### config.mk
export PLATFORM = sky130hd
export DESIGN_NAME = amo_ctrl
export DESIGN_NICKNAME = d
export VERILOG_FILES = /design/src/rtl/amo_ctrl.sv
export SDC_FILE = /design/constraint.sdc
export NUM_CORES = 1
export LEC_CHECK = 0
export BUFFER_PORTS_ARGS = -buffer_cell sky130_fd_sc_hd__buf_2
export CAP_MARGIN = 40
export CELL_PAD_IN_SITES_DETAIL_PLACEMENT = 1
export CELL_PAD_IN_SITES_GLOBAL_PLACEMENT = 1
export CORE_AREA = 4 4 237 239
export CTS_BUF_LIST = sky130_fd_sc_hd__clkbuf_2 sky130_fd_sc_hd__clkbuf_4 sky130_fd_sc_hd__clkbuf_8
export CTS_CLUSTER_DIAMETER = 40
export CTS_CLUSTER_SIZE = 20
export DETAILED_ROUTE_END_ITERATION = 8
export DIE_AREA = 0 0 241 243
export GPL_TIMING_DRIVEN = 0
export HOLD_SLACK_MARGIN = 0.05
export PLACE_DENSITY = 0.7
export REMOVE_ABC_BUFFERS = 1
export SETUP_SLACK_MARGIN = 0.05
export SYNTH_ARGS = -nofsm -noshare
export SYNTH_HDL_FRONTEND = slang
export SYNTH_SLANG_ARGS = --single-unit
### constraint.sdc
create_clock -name clk -period 3.1 [get_ports clk]
set_clock_uncertainty 0.2 [all_clocks]
set_input_delay 0.155 -clock clk [delete_from_list [all_inputs] [get_ports clk]]
set_output_delay 0.155 -clock clk [all_outputs]
set_load 0.02 [all_outputs]
### src/rtl/amo_ctrl.sv
// RV64A atomic memory operation sequencer: load, ALU modify, store, respond.
// Optional LR/SC reservation support is compiled in with `define AMO_LRSC_EN.
module amo_ctrl #(
  parameter int XLEN = 64
) (
  input  logic            clk,
  input  logic            rst_n,
  input  logic            req,
  input  logic [14:0]     op_ir,
  input  logic [XLEN-1:0] addr,
  input  logic [XLEN-1:0] rs2,
  output logic            busy,
  output logic            done,
  output logic            err,
  output logic [XLEN-1:0] rd_data,
  output logic [XLEN-1:0] alu_a,
  output logic [XLEN-1:0] alu_b,
  output logic [14:0]     alu_op_ir,
  input  logic [XLEN-1:0] alu_out,
  output logic            mem_rd,
  output logic            mem_wr,
  output logic            mem_size,
  output logic [XLEN-1:0] mem_addr,
  output logic [XLEN-1:0] mem_wdata,
  input  logic [XLEN-1:0] mem_rdata,
  input  logic            mem_ack,
  input  logic            resv_clr
);

  localparam logic [4:0] F5_ADD  = 5'b00000;
  localparam logic [4:0] F5_SWAP = 5'b00001;
  localparam logic [4:0] F5_LR   = 5'b00010;
  localparam logic [4:0] F5_SC   = 5'b00011;
  localparam logic [4:0] F5_XOR  = 5'b00100;
  localparam logic [4:0] F5_OR   = 5'b01000;
  localparam logic [4:0] F5_AND  = 5'b01100;
  localparam logic [4:0] F5_MIN  = 5'b10000;
  localparam logic [4:0] F5_MAX  = 5'b10100;
  localparam logic [4:0] F5_MINU = 5'b11000;
  localparam logic [4:0] F5_MAXU = 5'b11100;
  localparam logic [6:0] OPC_OP  = 7'b0110011;
  localparam logic [6:0] OPC_AMO = 7'b0101111;

  typedef enum logic [2:0] {
    S_IDLE  = 3'd0,
    S_LOAD  = 3'd1,
    S_CALC  = 3'd2,
    S_STORE = 3'd3,
    S_RESP  = 3'd4
  } state_t;

  state_t r_state;
  state_t w_next;

  function automatic logic [XLEN-1:0] sext32(input logic [31:0] v);
    return {{(XLEN-32){v[31]}}, v};
  endfunction

  // add/xor/or/and become plain R-type ops; only min/max keep the AMO encoding
  function automatic logic [14:0] remap(input logic [4:0] f5);
    logic [14:0] m;
    m = '0;
    case (f5)
      F5_ADD:  m = {5'b0, 3'b000, OPC_OP};
      F5_XOR:  m = {5'b0, 3'b100, OPC_OP};
      F5_OR:   m = {5'b0, 3'b110, OPC_OP};
      F5_AND:  m = {5'b0, 3'b111, OPC_OP};
      F5_MIN, F5_MAX, F5_MINU, F5_MAXU: m = {f5, 3'b000, OPC_AMO};
      default: m = '0;
    endcase
    return m;
  endfunction

  logic [4:0]      w_f5;
  logic [2:0]      w_f3;
  logic            w_is_w;
  logic            w_is_d;
  logic            w_misal;
  logic            w_supp;
  logic            w_err;
  logic            w_is_lr;
  logic            w_is_sc;
  logic            w_sc_ok;
  logic            w_unused;
  logic [XLEN-1:0] w_ld;

  logic            r_is_w;
  logic            r_is_swap;
  logic            r_is_lr;
  logic            r_err;
  logic [XLEN-1:0] r_addr;
  logic [XLEN-1:0] r_rs2;
  logic [XLEN-1:0] r_alu_b;
  logic [14:0]     r_alu_op;
  logic [XLEN-1:0] r_old;
  logic [XLEN-1:0] r_new;
  logic [XLEN-1:0] r_rd;

  assign w_f5    = op_ir[14:10];
  assign w_f3    = op_ir[9:7];
  assign w_is_w  = (w_f3 == 3'b010);
  assign w_is_d  = (w_f3 == 3'b011);
  assign w_misal = (w_is_d && (addr[2:0] != 3'b000)) || (w_is_w && (addr[1:0] != 2'b00));
  assign w_err   = !(w_is_w || w_is_d) || w_misal || !w_supp;
  assign w_ld    = r_is_w ? sext32(mem_rdata[31:0]) : mem_rdata;

  always_comb begin
    w_supp = 1'b0;
    case (w_f5)
      F5_ADD, F5_SWAP, F5_XOR, F5_OR, F5_AND,
      F5_MIN, F5_MAX, F5_MINU, F5_MAXU: w_supp = 1'b1;
`ifdef AMO_LRSC_EN
      F5_LR, F5_SC: w_supp = 1'b1;
`endif
      default: w_supp = 1'b0;
    endcase
  end

`ifdef AMO_LRSC_EN
  logic            r_resv_v;
  logic [XLEN-4:0] r_resv_a;

  assign w_is_lr  = (w_f5 == F5_LR);
  assign w_is_sc  = (w_f5 == F5_SC);
  assign w_sc_ok  = r_resv_v && (addr[XLEN-1:3] == r_resv_a);
  assign w_unused = ^op_ir[6:0];

  // an external clear takes priority over a reservation being set on the same edge
  always_ff @(posedge clk or negedge rst_n) begin
    if (!rst_n) begin
      r_resv_v <= 1'b0;
      r_resv_a <= '0;
    end else if (resv_clr) begin
      r_resv_v <= 1'b0;
    end else if (r_state == S_LOAD && mem_ack && r_is_lr) begin
      r_resv_v <= 1'b1;
      r_resv_a <= r_addr[XLEN-1:3];
    end else if (r_state == S_IDLE && req && w_is_sc && !w_err) begin
      r_resv_v <= 1'b0;
    end else if (r_state == S_RESP && !r_is_lr && !r_err) begin
      r_resv_v <= 1'b0;
    end
  end
`else
  assign w_is_lr  = 1'b0;
  assign w_is_sc  = 1'b0;
  assign w_sc_ok  = 1'b0;
  assign w_unused = ^{op_ir[6:0], resv_clr};
`endif

  always_ff @(posedge clk or negedge rst_n) begin
    if (!rst_n) r_state <= S_IDLE;
    else        r_state <= w_next;
  end

  always_comb begin
    w_next = r_state;
    busy   = (r_state != S_IDLE);
    done   = 1'b0;
    mem_rd = 1'b0;
    mem_wr = 1'b0;
    case (r_state)
      S_IDLE: begin
        if (req) begin
          if (w_err)        w_next = S_RESP;
          else if (w_is_sc) w_next = w_sc_ok ? S_STORE : S_RESP;
          else              w_next = S_LOAD;
        end
      end
      S_LOAD: begin
        mem_rd = 1'b1;
        if (mem_ack) w_next = r_is_lr ? S_RESP : S_CALC;
      end
      S_CALC:  w_next = S_STORE;
      S_STORE: begin
        mem_wr = 1'b1;
        if (mem_ack) w_next = S_RESP;
      end
      S_RESP: begin
        done   = 1'b1;
        w_next = S_IDLE;
      end
      default: w_next = S_IDLE;
    endcase
  end

  always_ff @(posedge clk or negedge rst_n) begin
    if (!rst_n) begin
      r_is_w    <= 1'b0;
      r_is_swap <= 1'b0;
      r_is_lr   <= 1'b0;
      r_err     <= 1'b0;
      r_addr    <= '0;
      r_rs2     <= '0;
      r_alu_b   <= '0;
      r_alu_op  <= '0;
      r_old     <= '0;
      r_new     <= '0;
      r_rd      <= '0;
    end else begin
      case (r_state)
        S_IDLE: begin
          if (req) begin
            r_is_w    <= w_is_w;
            r_is_swap <= (w_f5 == F5_SWAP);
            r_is_lr   <= w_is_lr;
            r_err     <= w_err;
            r_addr    <= addr;
            r_rs2     <= rs2;
            r_alu_b   <= w_is_w ? sext32(rs2[31:0]) : rs2;
            r_alu_op  <= remap(w_f5);
            r_new     <= rs2;
            r_rd      <= (w_is_sc && !w_sc_ok) ? {{(XLEN-1){1'b0}}, 1'b1} : '0;
          end
        end
        S_LOAD: begin
          if (mem_ack) begin
            r_old <= w_ld;
            r_rd  <= w_ld;
          end
        end
        S_CALC: r_new <= r_is_swap ? r_rs2 : alu_out;
        default: ;
      endcase
    end
  end

  assign err       = done && r_err;
  assign rd_data   = r_rd;
  assign alu_a     = r_old;
  assign alu_b     = r_alu_b;
  assign alu_op_ir = r_alu_op;
  assign mem_size  = !r_is_w;
  assign mem_addr  = r_addr;
  assign mem_wdata = r_is_w ? {{(XLEN-32){1'b0}}, r_new[31:0]} : r_new;

endmodule

# [Word-level counts from Yosys, hierarchy flattened]
# Memory sizes are Yosys's and may differ from the RTL's.
# Cells that the tools add are included.
[classes] n_mux=18 shift=0 eq_ne=17 order_cmp=0 bitwise=0 n_mul=0 n_reduce_logical=23 n_addsub=0 div=0
[ops] operator="two-way mux 64 bit" count=7
[ops] operator="one-hot mux 64 bit (2 select lines)" count=2
[ops] operator="one-hot mux 15 bit (5 select lines)" count=1
[ops] operator="equality test 5 bit (second input constant)" count=4
[ops] operator="equality test 3 x 2 -> 1 bit (second input constant)" count=4
[ops] operator="two-way mux 3 bit" count=4
[ops] operator="one-hot mux 3 bit (4 select lines)" count=1
[ops] operator="equality test 5 x 4 -> 1 bit (second input constant)" count=2
[ops] operator="!= test 2 bit (second input constant)" count=3
[ops] operator="AND reduction 2 bit" count=3
[ops] operator="AND reduction 3 bit" count=2
[ops] operator="nonzero test 2 bit" count=3
[ops] operator="nonzero test 3 bit" count=2
[ops] operator="equality test 5 x 1 -> 1 bit (second input constant)" count=1
[ops] operator="equality test 5 x 3 -> 1 bit (second input constant)" count=1
[ops] operator="logical NOT 5 bit" count=1
[ops] operator="logical OR 1 bit" count=4
[ops] operator="OR reduction 4 bit" count=1
[ops] operator="equality test 3 x 1 -> 1 bit (second input constant)" count=1
[ops] operator="equality test 3 bit (second input constant)" count=1
[ops] operator="logical AND 1 bit" count=3
[ops] operator="logical NOT 1 bit" count=3
[ops] operator="logical NOT 3 bit" count=1
[ops] operator="two-way mux 1 bit" count=3
[word_totals] n_memories=1 in_bits=276 output_inout_bits=341 ff_bits=405 mem_bits_ro=32 latchBits=0 elab_cells=70 ramBits=0
[mem_list] memory="(name not given)" words=32 width=1 read_ports=1 rd_ports_with_merged_regs=0 wr=0 line="109" source="case (w_f5)"

# [Logic depth before layout (Yosys ltp)]
[depth] ltp_word=8 mapped_depth=7 depth_no_buf=3

# [Worst setup path after synthesis]
# No wires, ideal clock.
[synth_timing] kind="register to output" from="register r_state[1]" to="output err" arrival_time_ns=1.480 stages_incl_launch_ff=4 slack_ns=1.265 cell_sequence="dfrtp_1 buf_2 nor3b_1 and2_1"
[synth_via] elab_chain_cells=3
[synth_lines] item="from (decl)" line="52" source="state_t r_state;"
[synth_lines] item="from (signal assigned)" line="153" source="else r_state <= w_next;"
[synth_lines] item="equality test 3 bit" line="162" source="case (r_state)"
[synth_lines] item="two-way mux 1 bit" line="162"
[synth_lines] item="named net done" line="13" source="output logic done,"
[synth_lines] item="logical AND 1 bit" line="228" source="assign err = done && r_err;"
[synth_lines] item="to (decl)" line="14" source="output logic err,"
# The timed path passes the listed nets, and every way through them passes these cells.

# [Worst setup path after layout]
[layout_timing] from="register r_state[1]" to="register r_new[21]"
[layout_via] elab_chain_cells=3 elab_cells_between_ends=6 cone_classes="2 x eq/ne; 1 x mux; 3 x reduce/logical"
[layout_lines] item="equality test 3 x 2 -> 1 bit / logical NOT 3 bit (equally long branches)" line="201" source="case (r_state)"
[layout_lines] item="nonzero test 2 bit (no source line) / != test 2 bit (equally long branches)"
[layout_lines] item="AND reduction 2 bit (no source line)"
[layout_lines] item="to (signal assigned)" line="212" source="r_new <= rs2;"
[layout_lines] item="to (signal assigned)" line="222" source="S_CALC: r_new <= r_is_swap ? r_rs2 : alu_out;"
[layout_lines] item="to (decl)" line="96" source="logic [XLEN-1:0] r_new;"
# Several ways; a longest one is shown, not always the timed one.
# A chain may end at the register's enable or synchronous reset.

==> metrics <==
status complete, no violations; Final Hold Vio Count 0; area leader, netlist dfrtp_1; total of max-cap violations 0; largest net degree at the start of global routing approximately 100; initial antenna violation count 17; TritonCTS buffer count just under 70; register area 9243 µm²; synthesis-stage register bit count between 300 and 400; worst-case headroom to the max-slew limit 46.93%; Clock Sinks 369; final core utilization 47.16%; RePlAce Congestion between 0.8 and 0.9; Hold WS between 0.1 and 0.15 ns; worst hold path type primary input to flop; sum of negative setup slack 0 ns; most common flop cell mapped by yosys dfrtp_1; CP Max Fanout 51; sequential share of the synthesized area around 58%; xor-xnor portion of the synthesized cell area 0.05467%; critical path required time ~3.5 ns; # rows 85; core area about 54000 µm²; CTS tree done; placed cell count 2797; drt wl/cell 22.93 µm; min Tclk post-route 2.904 ns; Avg Vias per Cell slightly below 5; largest family of logic cells by synthesized area simple AND/OR/NAND/NOR gates; Worst-Skew Late Latency 0.63 ns; 1st-pass router iterations 5; Netlist Area Pre-Place ~16000 µm²; Post-Layout Inst Area about 25000 µm²; initial DRC count a little under 800; Power Total about 26 mW; share of post-route cells with drive strength above 1 31.80%; HP Start rs2[38]; first-pass GRT wire length 116800 µm; DP HPWL roughly 44000 µm; grt ovf 0; Pwr per Cell Area ~1000 nW/µm²; FF-to-FF Start r_state[1]; flop2flop setup slack between 0.15 and 0.2 ns; top post-synthesis cells by area dfrtp_1, nand2_1, mux2_2; Final setup violation count 0; number of port buffers about 610; Multi-input gate area roughly 5700 µm²; worst vdd ir approximately 520 µV; fin nets roughly 2900; mux cell area share after synthesis under 10%; Worst Setup SP r_state[1]; synth warn 0; Post-DP Area between 15000 and 20000 µm²; root buf cell clkbuf_8; Fmax around 0.34 GHz; Synth top area share 57.64%; # IOs between 600 and 700; # DRC 0; max-slew violations 0; vias in the first global route 19270; crit end category flop; synth unique cells 38; P_leak around 13 nW; EDFF count, synth 0; setup ws final approximately 0.20 ns; Post-Synth Simple-Gate Area roughly a fifth; pre-CTS WS -0.02126 ns; Worst Tran Pin Value 0.7943 ns; Post-Synth Adder-Cell Area 0%; Worst EP arrival around 3.3 ns; H-tree levels 3; Initial Util slightly below 30%; RSZ-0062 raised after global routing false; Setup CP Type flop to flop; number of fill cells around 6000; Die H 243 µm; Cells after Synth 1644; syn avg cell area about 9.7 µm²; CP Launch Type flop; most instantiated cells after synthesis nand2_1, dfrtp_1, nand3_1; clk buf depth 3; Die Area between 50000 and 60000 µm²; Die X between 200 and 250 µm; top-count cell post-synth nand2_1; routed via count around 17000; fraction of registers with async set or reset after synthesis 100.0%; GR Util All Layers about a quarter; Synth Area in Compound Gates between 10% and 20%; Area Overhead vs Synth 58.42%; Reg clk slew, reported paths around 0.070 ns; Post-DRT Antenna Nets 0; aggregate routed wire length around 77000 µm; Final Cycle Share 93.68%; Finished Layout Cells roughly 3400
-- layout make-up --
type / count / share of cell area, %
clock buffers: 89 / 4.531
multi-input cells: 1087 / 22.41
inverters: 3 / 0.04437
flip-flops and latches: 369 / 36.42
clock inverters: 33 / 1.193
repair buffers: 1079 / 31.80
diodes: 17 / 0.1676
well taps: 696 / 3.432
-- timing repair --
item / CTS / global route
pin swaps: 1 / 0
buffers inserted: 1 / 3
setup endpoints to repair: 22 / 22
hold buffers: 433 / 0
gates resized for setup: 0 / 0
hold endpoints to repair: 633 / 0
-- critical path, stage by stage (launching register included) --
cell and delay [ns]:
dfrtp_4 0.51, buf_16 0.21, nor4b_4 0.36, buf_6 0.23, buf_8 0.18, buf_6 0.19
buf_8 0.19, nand2_1 0.11, nand3_1 0.08, dlygate4sd3_1 0.55
-- cell families after synthesis --
logic type	count (synthesis)
flip-flops	369
other	1
multiplexers	65
XOR/XNOR	1
buffers and inverters	188
AND/OR/NAND/NOR	755
AO/OA/AOI/OAI	265
-- sequential cells by signal, summed over array words and instances, names as in the netlist, 3 cells and up --
| name | flops |
|---|---|
| alu_a | 64 |
| r_state | 3 |
| mem_addr | 64 |
| alu_b | 32 |
| r_new | 64 |
| r_rs2 | 64 |
| rd_data | 64 |
| alu_op_ir | 11 |
-- routing by layer --
layer  wire (µm)  part of all wire [%]  GRT usage (%)  vias to the layer above
met2       39050                    50          45.18                      792
met3        5865                   7.6          6.879                      246
met4        4320                   5.6          13.86                        4
met1       28090                    36          27.54                     8394
met5          24                 0.031              0                        -
li1            -                     -              -                     7301
-- power breakdown --
| group | switching, mW | internal, mW | leakage, nW |
|---|---|---|---|
| clock | 2.43 | 2.68 | 0.741 |
| combinational | 7.86 | 4.16 | 7.99 |
| sequential | 1.47 | 6.96 | 4.64 |
-- path summary, 6_finish.rpt --
kind                                     to  depth (start not counted)
worst max-delay path              r_new[21]                          9
worst min-delay path              r_rs2[38]                          4
worst max register to register    r_new[21]                          9
worst min register to register    alu_a[47]                          1
max in group asynchronous          alu_a[8]                          5
min in group asynchronous       mem_addr[8]                          3
-- layout by cell type, fill, tap and decap left out, types with 2 or more instances in the layout --
master	synthesis	final
buf_2	40	606
and2_1	4	4
clkbuf_8	0	77
bufinv_16	0	2
nor4bb_4	1	2
mux2_2	65	65
nand3_1	130	130
nor2b_1	34	34
buf_12	0	9
clkinvlp_4	0	7
a21o_1	64	64
clkinv_2	0	6
dfrtp_1	369	366
a21oi_1	65	65
a22o_1	32	32
dfrtp_4	0	2
nand2_1	535	535
nand2b_1	32	32
dlygate4sd3_1	0	433
clkbuf_4	0	12
clkinv_4	0	9
nor2_1	3	2
buf_16	0	10
buf_6	14	12
diode_2	0	17
inv_1	3	3
nor2_4	0	3
nor3_1	2	2
o21ai_0	72	72
nand4_1	2	2
o21ai_1	29	29
inv_6	0	8
buf_4	78	3
buf_8	0	6
Power figures use the tool's default switching activity.
